--- config.mk ---
export PLATFORM = sky130hd
export DESIGN_NAME = serial_adder
export DESIGN_NICKNAME = d
export VERILOG_FILES = /design/src/rtl/serial_adder_pkg.sv /design/src/rtl/FullAdder.sv /design/src/rtl/serial_adder.sv
export SDC_FILE = /design/constraint.sdc
export NUM_CORES = 1
export LEC_CHECK = 0
export ABC_AREA = 1
export BUFFER_PORTS_ARGS = -buffer_cell sky130_fd_sc_hd__buf_2
export CAP_MARGIN = 20
export CORE_MARGIN = 8
export CORE_UTILIZATION = 30
export CTS_CLUSTER_SIZE = 16
export DETAILED_ROUTE_END_ITERATION = 8
export PLACE_DENSITY = 0.59
export SLEW_MARGIN = 20
export SYNTH_ARGS = -nofsm -noshare
export SYNTH_HDL_FRONTEND = slang
export SYNTH_SLANG_ARGS = --single-unit
--- constraint.sdc ---
create_clock -name clk -period 1.15 [get_ports clk]
set_input_delay 0.23 -clock clk [delete_from_list [all_inputs] [get_ports clk]]
set_output_delay 0.23 -clock clk [all_outputs]
set_load 0.02 [all_outputs]
--- src/rtl/serial_adder_pkg.sv ---
// ============================================================================
// Module  : serial_adder_pkg
// Purpose : Shared FSM encoding and default width for the bit-serial adder.
// Rev     : 1.0
// ============================================================================
`default_nettype none

package serial_adder_pkg;

  localparam int SA_WIDTH = 8;

  typedef enum logic [1:0] {
    IDLE = 2'd0,
    ADD  = 2'd1,
    DONE = 2'd2
  } sa_state_e;

endpackage

`default_nettype wire

--- src/rtl/FullAdder.sv ---
// ============================================================================
// Module  : FullAdder
// Purpose : 1-bit full adder cell (sum and carry-out of three input bits).
// Rev     : 1.0
// ============================================================================
`default_nettype none

module FullAdder (
  input  logic FA_A,
  input  logic FA_B,
  input  logic Cin,
  output logic FA_S,
  output logic Cout
);

  assign FA_S = FA_A ^ FA_B ^ Cin;
  assign Cout = (FA_A & FA_B) | (FA_A & Cin) | (FA_B & Cin);

endmodule

`default_nettype wire

--- src/rtl/serial_adder.sv ---
// ============================================================================
// Module  : serial_adder
// Purpose : Bit-serial WIDTH-bit adder, LSB first, one bit per clock,
//           built around a single FullAdder cell and a registered carry.
// Rev     : 1.0
// ============================================================================
`default_nettype none

module serial_adder
  import serial_adder_pkg::*;
#(
  parameter int WIDTH = SA_WIDTH
) (
  input  logic             clk,
  input  logic             reset,
  input  logic             start,
  input  logic [WIDTH-1:0] a,
  input  logic [WIDTH-1:0] b,
  input  logic             cin,
  output logic             busy,
  output logic             done,
  output logic [WIDTH-1:0] sum,
  output logic             cout
);

  localparam int CW = $clog2(WIDTH);
  localparam logic [CW-1:0] C_LAST = CW'(WIDTH - 1);

  sa_state_e        r_state;
  logic [WIDTH-1:0] r_a_sr;
  logic [WIDTH-1:0] r_b_sr;
  logic [WIDTH-1:0] r_sum_sr;
  logic             r_carry;
  logic [CW-1:0]    r_cnt;
  logic             r_cout;
  logic             r_busy;
  logic             r_done;

  logic w_fa_s;
  logic w_fa_cout;

  FullAdder u_fa (
    .FA_A (r_a_sr[0]),
    .FA_B (r_b_sr[0]),
    .Cin  (r_carry),
    .FA_S (w_fa_s),
    .Cout (w_fa_cout)
  );

  always_ff @(posedge clk) begin
    if (reset) begin
      r_state  <= IDLE;
      r_a_sr   <= '0;
      r_b_sr   <= '0;
      r_sum_sr <= '0;
      r_carry  <= 1'b0;
      r_cnt    <= '0;
      r_cout   <= 1'b0;
      r_busy   <= 1'b0;
      r_done   <= 1'b0;
    end else begin
      case (r_state)
        ADD: begin
          // Sum bits enter at the MSB so the LSB lands at bit 0 after WIDTH shifts.
          r_sum_sr <= {w_fa_s, r_sum_sr[WIDTH-1:1]};
          r_a_sr   <= r_a_sr >> 1;
          r_b_sr   <= r_b_sr >> 1;
          r_carry  <= w_fa_cout;
          r_cnt    <= r_cnt + 1'b1;
          if (r_cnt == C_LAST) begin
            r_cout  <= w_fa_cout;
            r_state <= DONE;
            r_busy  <= 1'b0;
            r_done  <= 1'b1;
          end
        end
        default: begin
          // IDLE and DONE both accept a new request; DONE otherwise falls to IDLE.
          r_done <= 1'b0;
          if (start) begin
            r_a_sr   <= a;
            r_b_sr   <= b;
            r_carry  <= cin;
            r_cnt    <= '0;
            r_sum_sr <= '0;
            r_cout   <= 1'b0;
            r_state  <= ADD;
            r_busy   <= 1'b1;
          end else begin
            r_state <= IDLE;
            r_busy  <= 1'b0;
          end
        end
      endcase
    end
  end

  assign busy = r_busy;
  assign done = r_done;
  assign sum  = r_sum_sr;
  assign cout = r_cout;

endmodule

`default_nettype wire

; ---- Word-level counts from Yosys, hierarchy flattened
; Cells that the tools add are included.
[word_totals]
mem_bits_rw = 0
regBits = 33
rom_bits = 0
output_inout_bits = 11
latch_bits = 0
inputBits = 20
memories = 0
[op_classes]
n_mux = 19
eq_ne = 3
n_lt_le_gt_ge = 0
n_reduce_logical = 4
n_shift = 0
bitwise_logic = 8
div = 0
mul = 0
n_addsub = 1
[ops]
columns = op, n
row1 = $mux 7, 4
row2 = $mux 8, 2
row3 = $mux 1, 9
row4 = $mux 3, 2
row5 = $mux 2, 2
row6 = $reduce_or 2->1, 2
row7 = $add 3x1->3 const B, 1
row8 = $and 1x1->1, 3
row9 = $eq 3x3->1 const B, 1
row10 = $eq 2x1->1 const B, 1
row11 = $ne 2x2->1 const B, 1
row12 = $or 1x1->1, 2
row13 = $reduce_and 2->1, 1
row14 = $reduce_bool 2->1, 1
row15 = $xor 1x1->1, 2
row16 = $not 1->1, 1

; ---- Depth between registers and ports, before layout
; Gate-level depths: netlist of the first run.
[logic_depth]
word_depth = 5
mapped_depth = 7
depth_no_buf = 7

; ---- Modules after synthesis
; A second synthesis of the first run with hierarchy kept.
[hier_totals]
cells_unflattened = 192
hier_area_um2 = 1466.4
[modules_own_cells]
columns = module, area_each_um2, cells_per_inst, instances, seq_area_each_um2
row1 = serial_adder, 1446.4, 191, 1, 640.6
row2 = FullAdder, 20.0, 1, 1, 0.0

; ---- Least setup slack after synthesis of the first run
; OpenSTA, ideal clock, no wires.
[synth_path]
kind = register to register
start = register r_state[0]
end = register r_a_sr[6]
path_stages_with_launch = 8
arrival_time_ns = 1.060
slack_ns = 0.034
setup_ns = 0.056
cell_sequence = dfxtp_1 -> inv_2 -> nor2_4 -> buf_6 -> nand2_1 -> nand3_1 -> nand2_1 -> inv_1
[synth_between]
elab_chain_cells = 2
[synth_rtl]
columns = element, line
row1 = from (decl), serial_adder.sv:29  ; sa_state_e r_state;
row2 = from (signal assigned), serial_adder.sv:52  ; r_state <= IDLE;
row3 = from (signal assigned), serial_adder.sv:72  ; r_state <= DONE;
row4 = from (signal assigned), serial_adder.sv:87  ; r_state <= ADD;
row5 = $eq 2x1->1 *, serial_adder.sv:62  ; case (r_state)
row6 = $mux 7 or $reduce_bool 2->1 (tied branches), --
row7 = to (signal assigned), serial_adder.sv:66  ; r_a_sr <= r_a_sr >> 1;
row8 = to (decl), serial_adder.sv:30  ; logic [WIDTH-1:0] r_a_sr;
; Mark *: on every way between the ends. The rest lies on a longest branch, timed or not.
; A chain may end at the register's enable or synchronous reset.

; ---- Worst setup path in the final report of the first run
[layout_path]
start = register r_a_sr[0]
end = register r_carry
[layout_between]
elab_chain_cells = 4
[layout_rtl]
columns = element, line
row1 = $and 1x1->1, FullAdder.sv:17  ; assign Cout = (FA_A & FA_B) | (FA_A & Cin) | (FA_B & Cin);
row2 = $or 1x1->1 * (2 in a row), FullAdder.sv:17
row3 = $mux 1 *, serial_adder.sv:62
row4 = to (signal assigned), serial_adder.sv:68  ; r_carry <= w_fa_cout;
row5 = to (signal assigned), serial_adder.sv:83  ; r_carry <= cin;
row6 = to (decl), serial_adder.sv:33  ; logic r_carry;
; Marks and branches as above.

==> results.toml, run 1 <==
[worst_setup_path]
end_kind = "flip-flop"
crit_type = "reg2reg"
cp.arrival_ps = 1330
slowest_delay_ps = 380
path_buf_inv = 3
start_kind = "flip-flop"
critPathMaxFanout = 2
cpLargestDelayFamily = "adder cells"
crit_chain = "inv_1 > fa_2 > inv_2 > nand2_1 > nand2_1 > inv_1 > nor2_1"
cpMaxStageDelayCell = "fa_2"
required_ps = 1370

[floorplan]
start_util_pct = 30.83
fp.dieH_um = 85.44
die_area_mm2 = 0.007299
io_pins = 31
core_mm2 = 0.004692
die_w_um = 85.44
row_count = 25

[sta]
tns_ps = 0
hold_violations = 0
fin_skew_ps = 3.370
min_period_over_period_pct = 96.65
timing.hold.ws_ps = 191.7
drv_slew = 0
fin_crit_ps = 1112
slew_headroom_pct = 85.66
max_freq_mhz = 899.7
setup_viol = 0
rsz0062_at_grt = "no"
worst_slew_pin_slew_ps = 214.9

[clock_tree]
clock_latency_ps = 280
htree_levels = 2
postCtsSetupRepairBufs = 0
hold_buffers = 0
cts.sinks = 32
clkTransAtPathRegs_ps = 60
clock_path_buffers = 2
cts_inserted_buffers = 5
cts-root-buf = "clkbuf_8"
cts_tree = "yes"

[power_and_ir_drop]
p_leak_nw = 0.8900
power_density_mw_per_mm2 = 1304
p_total_mw = 2.378
ir_worst_vdd_uv = 532.3

[job]
cap_violations = 0

[status]
outcome = "finished clean"

[placed_design]
port-buffer-count = 30
dpl.hpwl_mm = 2.369
place_congestion = 0.8173
dp_cells = 280

[synth]
synth_area_leader_cell = "dfxtp_1"
syn_nets = 220
netlist_instances = 197
yosys_warnings = 0
synth_top_area_share_pct = 44.29
synth_area_leaders = "dfxtp_1, nand2_1, nand3_1, inv_1, o21ai_0"
synth-seq-area-share_pct = 44.29
syn_avg_cell_area_um2 = 7.342
ys_ff_latch = 32
netlist_area_mm2 = 0.001446
synthDistinctLibCells = 21

[grt]
grt_first_pass_wirelength_mm = 5.733
overflow = 0
grtUsageTotal_pct = 9.856
grt_pass1_vias = 1296
antenna_found_initial = 0
grt_max_degree = 28

[finish]
fillers = 511
num_antenna_cells = 0
drive_gt1_share_pct = 27.35
final_nets = 256
final_common_cell = "nand2_1"
fin_util_pct = 38.85
syn_to_final_growth_pct = 26.04
fin_cells = 288
final_cell_mix = "nand2_1, nand3_1, buf_2"

[route]
drc = 0
drt_first_iter_violations = 88
drt_pass1_iterations = 4
routed_wl_mm = 3.397
drt-vias-per-instance = 4.608
ant_nets = 0
routedWlPerCell_um = 11.80
vias = 1327

[min_path]
hold_path_class = "in2reg"
flip-flops by register name (all words and copies together) (netlist names):
| register | count |
|---|---|
| sum | 8 |
| r_cnt | 3 |
| done | 1 |
| r_a_sr | 8 |
| cout | 1 |
| r_b_sr | 8 |
| r_state | 2 |
| r_carry | 1 |
final timing paths:
path | start | endpoint | slack [ps] | depth (start not counted)
hold / removal | b[7] | r_b_sr[7] | 190 | 3
setup reg to reg | r_a_sr[0] | r_carry | 40 | 7
setup / recovery | r_a_sr[0] | r_carry | 40 | 7
hold reg to reg | r_cnt[0] | r_cnt[0] | 440 | 1
worst min-delay path: stages:
cell,delay (ps)
buf_2,90
nand2_1,40
a211oi_1,60
per-layer routing:
layer	global-route usage (%)	wire (um)	up-vias
met2	14.74	1453	30
li1	-	-	696
met4	5.255	78	0
met1	11.48	1649	592
met3	4.440	216	9
met5	0	0	-
power by group:
group / internal [mW] / switching (mW) / total [mW] / leakage, nW
clock network: 0.487 / 0.391 / 0.879 / 0.0455
registers: 1.16 / 0.0271 / 1.18 / 0.263
logic: 0.140 / 0.175 / 0.315 / 0.582
total: 1.78 / 0.593 / 2.38 / 0.890
final cells by class:
cell class	count	area, um2	area share, %
repair buffers	40	287.8	15.79
inverters	22	85.08	4.667
clock buffers	8	90.09	4.942
flip-flops and latches	32	646.9	35.48
multi-input cells	132	645.6	35.42
well taps	54	67.56	3.706
kinds of logic (layout without fill, tap and decap cells):
logic type                 Yosys count  count (layout)  synth area share [%]
and+or+nand+nor                    112             112                 34.34
adders and majority gates            3               3                 3.114
DFF                                 32              32                 44.29
buffers and inverters               33              70                 11.76
AOI/OAI and AO/OA                   17              17                 6.487
stage by stage:
stage | area (um2) | setup slack (ps)
6_report | 1823 | 38.48
5_1_grt | 1823 | 2.170
4_1_cts | 1810 | 1.787
3_5_place_dp | 1717 | -13.13
3_3_place_gp | 1717 | 26.50
2_1_floorplan | 1446 | 34.29
synthesized netlist by cell type:
| cell | n |
|---|---|
| fa_1 | 1 |
| buf_4 | 7 |
| buf_2 | 2 |
| buf_6 | 2 |
| inv_4 | 1 |
| nor2_2 | 1 |
| inv_1 | 18 |
| nor2_1 | 5 |
| inv_2 | 3 |
| ha_1 | 2 |
| nand2_4 | 1 |
| a21oi_2 | 1 |
| nor2_4 | 1 |
| o21ai_1 | 2 |
| nand3_2 | 1 |
| nand2_1 | 61 |
| o21ai_0 | 11 |
| a211oi_1 | 2 |
| a21oi_1 | 1 |
| nand3_1 | 42 |
| dfxtp_1 | 32 |
repair_timing:
| item | in CTS | in global routing |
|---|---|---|
| resized for setup | 3 | 7 |
| cloned | 0 | 0 |
| endpoints found under the setup margin | 3 | 6 |
| pin swaps | 0 | 1 |
Note: power is estimated with default switching activity, not from simulation.
==> run 2: changes to the inputs <==
--- a/config.mk
+++ b/config.mk
@@ -16,4 +16,5 @@
 export SLEW_MARGIN = 20
 export SYNTH_ARGS = -nofsm -noshare
 export SYNTH_HDL_FRONTEND = slang
+export SYNTH_HIERARCHICAL = 1
 export SYNTH_SLANG_ARGS = --single-unit
==> run 2 against run 1 <==
  * Maximum frequency down 0.47%
  * Final area up 1.3%
  * Combinational power up 4%
  * Via count down 0.83%
  * Cell count up 2.4%
  * Area after synthesis up 1.4%
  * Critical endpoint is now busy
  * Sequential share of layout area down 0.39 points
  * Global-route usage down 0.37 points
  * First-iteration DRC count down 39%
  * Largest cell class is now multi-input gates
  * Non-clock buffer count down 1
  * Power up 8.0%
  * Critical path type is now reg2out
  * Wire length down 2.4%
==> results.toml, run 2 <==
[status]
outcome = "finished clean"

[worst_setup_path]
slowest_delay_ps = 360
start_kind = "flip-flop"
crit_type = "reg2out"
critPathMaxFanout = 3
required_ps = 920
r2r_start = "r_a_sr[0]"
crit_chain = "buf_4 > buf_6"
rrSetupSlack_ps = 60
end_kind = "output pin"
cp-endpoint = "busy"
r2r_cells = 3
r2r_end = "sum[7]"
cp.arrival_ps = 890
cpMaxStageDelayCell = "dfxtp_4"
crit_start = "r_state[0]"

[sta]
drv_slew = 0
rsz0062_at_grt = "no"
slew_headroom_pct = 75.05
min_period_over_period_pct = 97.11
tns_ps = 0
setup_viol = 0
fin_crit_ps = 1117
fin_skew_ps = 5.597
worst_slew_pin_slew_ps = 373.7
max_freq_mhz = 895.5
hold_violations = 0
timing.hold.ws_ps = 205.2
fin_ws_ps = 33.28

[synth]
syn_nets = 216
syn_avg_cell_area_um2 = 7.638
synth_area_leader_cell = "dfxtp_1"
yosys_warnings = 6
synth_edf_count = 0
synth-seq-area-share_pct = 43.69
synth_top_area_share_pct = 43.69
synth_ff_type = "dfxtp_1"
netlist_instances = 192
synth_area_leaders = "dfxtp_1, nand2_1, nand3_1, buf_6, inv_1"
ys_ff_latch = 32
netlist_area_mm2 = 0.001466
synth_common_cells = "nand2_1, nand3_1, dfxtp_1, inv_1, o21ai_0"
yosysMostFrequentCell = "nand2_1"
synthDistinctLibCells = 21
async_reset_ff_share_pct = 0

[grt]
grt_first_pass_wirelength_mm = 5.720
grt_max_degree = 20
grtUsageTotal_pct = 9.485
antenna_found_initial = 0
grt_pass1_vias = 1252
overflow = 0

[finish]
syn_to_final_growth_pct = 25.94
multiInputGateArea_um2 = 688.2
num_antenna_cells = 0
final_common_cell = "nand2_1"
fillers = 515
final_cell_mix = "nand2_1, nand3_1, buf_2"
drive_gt1_share_pct = 27.63
stdcell_area_mm2 = 0.001847
fin_cells = 295
final-seq-area_um2 = 648.1
fin_util_pct = 39.10
final_nets = 251

[floorplan]
start_util_pct = 31.05
core_mm2 = 0.004723
io_pins = 31
die_w_um = 85.92
die_area_mm2 = 0.007381
row_count = 25
fp.dieH_um = 85.92

[route]
drt_pass1_iterations = 4
routed_wl_mm = 3.316
drt_first_iter_violations = 54
ant_nets = 0
drc = 0
vias = 1316
routedWlPerCell_um = 11.24
drt-vias-per-instance = 4.461

[min_path]
hold_path_class = "in2reg"

[placed_design]
dp_cells = 286
port-buffer-count = 30
dpl_worst_slack_ps = -9.676
dpl_cell_area_mm2 = 0.001683
place_congestion = 0.7160
dpl.hpwl_mm = 2.279

[power_and_ir_drop]
power_switching_uw = 623.0
p_int_mw = 1.944
seqPwrFrac_pct = 46.4
clockPowerShare_pct = 40.8
switching_share_pct = 24.27
p_leak_nw = 0.8811
p_total_mw = 2.567
ir_worst_vdd_uv = 794.9
power_density_mw_per_mm2 = 1390
pwr-share-comb_pct = 12.8

[clock_tree]
cts_tree = "yes"
cts-root-buf = "clkbuf_8"
clock_path_buffers = 2
clock_latency_ps = 280
cts_inserted_buffers = 5
clkTransAtPathRegs_ps = 70
htree_levels = 2
cts.sinks = 32

[job]
cap_violations = 0
-- run 2: cell types whose count changed after synthesis, moves of 2 or more --
cell / previous run / this run
a21oi_1: 1 / 3
buf_4: 7 / 5
o21ai_1: 2 / 6
buf_2: 2 / 0
buf_6: 2 / 6
o21ai_0: 11 / 7
inv_1: 18 / 12
nor2_1: 5 / 2
-- run 2: logic make-up after synthesis --
| logic type | count (synthesis) | share of synthesized area [%] |
|---|---|---|
| and+or+nand+nor | 110 | 33.96 |
| DFF | 32 | 43.69 |
| buffers and inverters | 27 | 11.43 |
| AOI/OAI and AO/OA | 19 | 6.996 |
| adders and majority gates | 4 | 3.925 |
-- run 2: worst max-delay path, delay by kind of cell (launching register included) --
family / cells / cell delay [ps]
flip-flops: 1 / 360
buffers and inverters: 2 / 260
-- run 2: what timing repair did --
action / CTS / global route
hold buffers: 0 / 0
gates resized for setup: 8 / 7
endpoints found under the setup margin: 2 / 12
hold endpoints to repair: 0 / 0
setup buffers: 0 / 1
pin swaps: 1 / 2
-- run 2: final cells by class --
cell class,count,area share (%)
clock buffer,6,3.930
clock inverter,2,1.897
inverter,16,3.388
timing repair buffer,39,13.89
multi-input combinational,133,37.26
sequential,32,35.09
tap,67,4.539
-- run 2: layer usage --
| metal | global-route usage [%] | wire, um | up-vias |
|---|---|---|---|
| met5 | 0 | 0 | - |
| met4 | 3.344 | 42 | 0 |
| met3 | 2.961 | 103 | 6 |
| met2 | 14.77 | 1462 | 28 |
| met1 | 11.94 | 1708 | 597 |
| li1 | - | - | 685 |
-- run 2: worst min path at each step --
stage / start / endpoint / cells past startpoint
floorplan: reset / cout / 1
global placement: r_a_sr[1] / r_a_sr[0] / 2
detailed placement: r_a_sr[4] / r_a_sr[3] / 2
CTS: b[7] / r_b_sr[7] / 3
global route: b[7] / r_b_sr[7] / 3
finish: b[7] / r_b_sr[7] / 3
-- run 2: power by group through the flow --
stage / Combinational [mW] / Sequential, mW / Clock (mW)
after global placement: 0.312 / 1.21 / 0
final: 0.328 / 1.19 / 1.05
after global routing: 0.370 / 1.20 / 1.13
after CTS: 0.319 / 1.19 / 1.09
after floorplan: 0.218 / 1.21 / 0
after detailed placement: 0.311 / 1.21 / 0
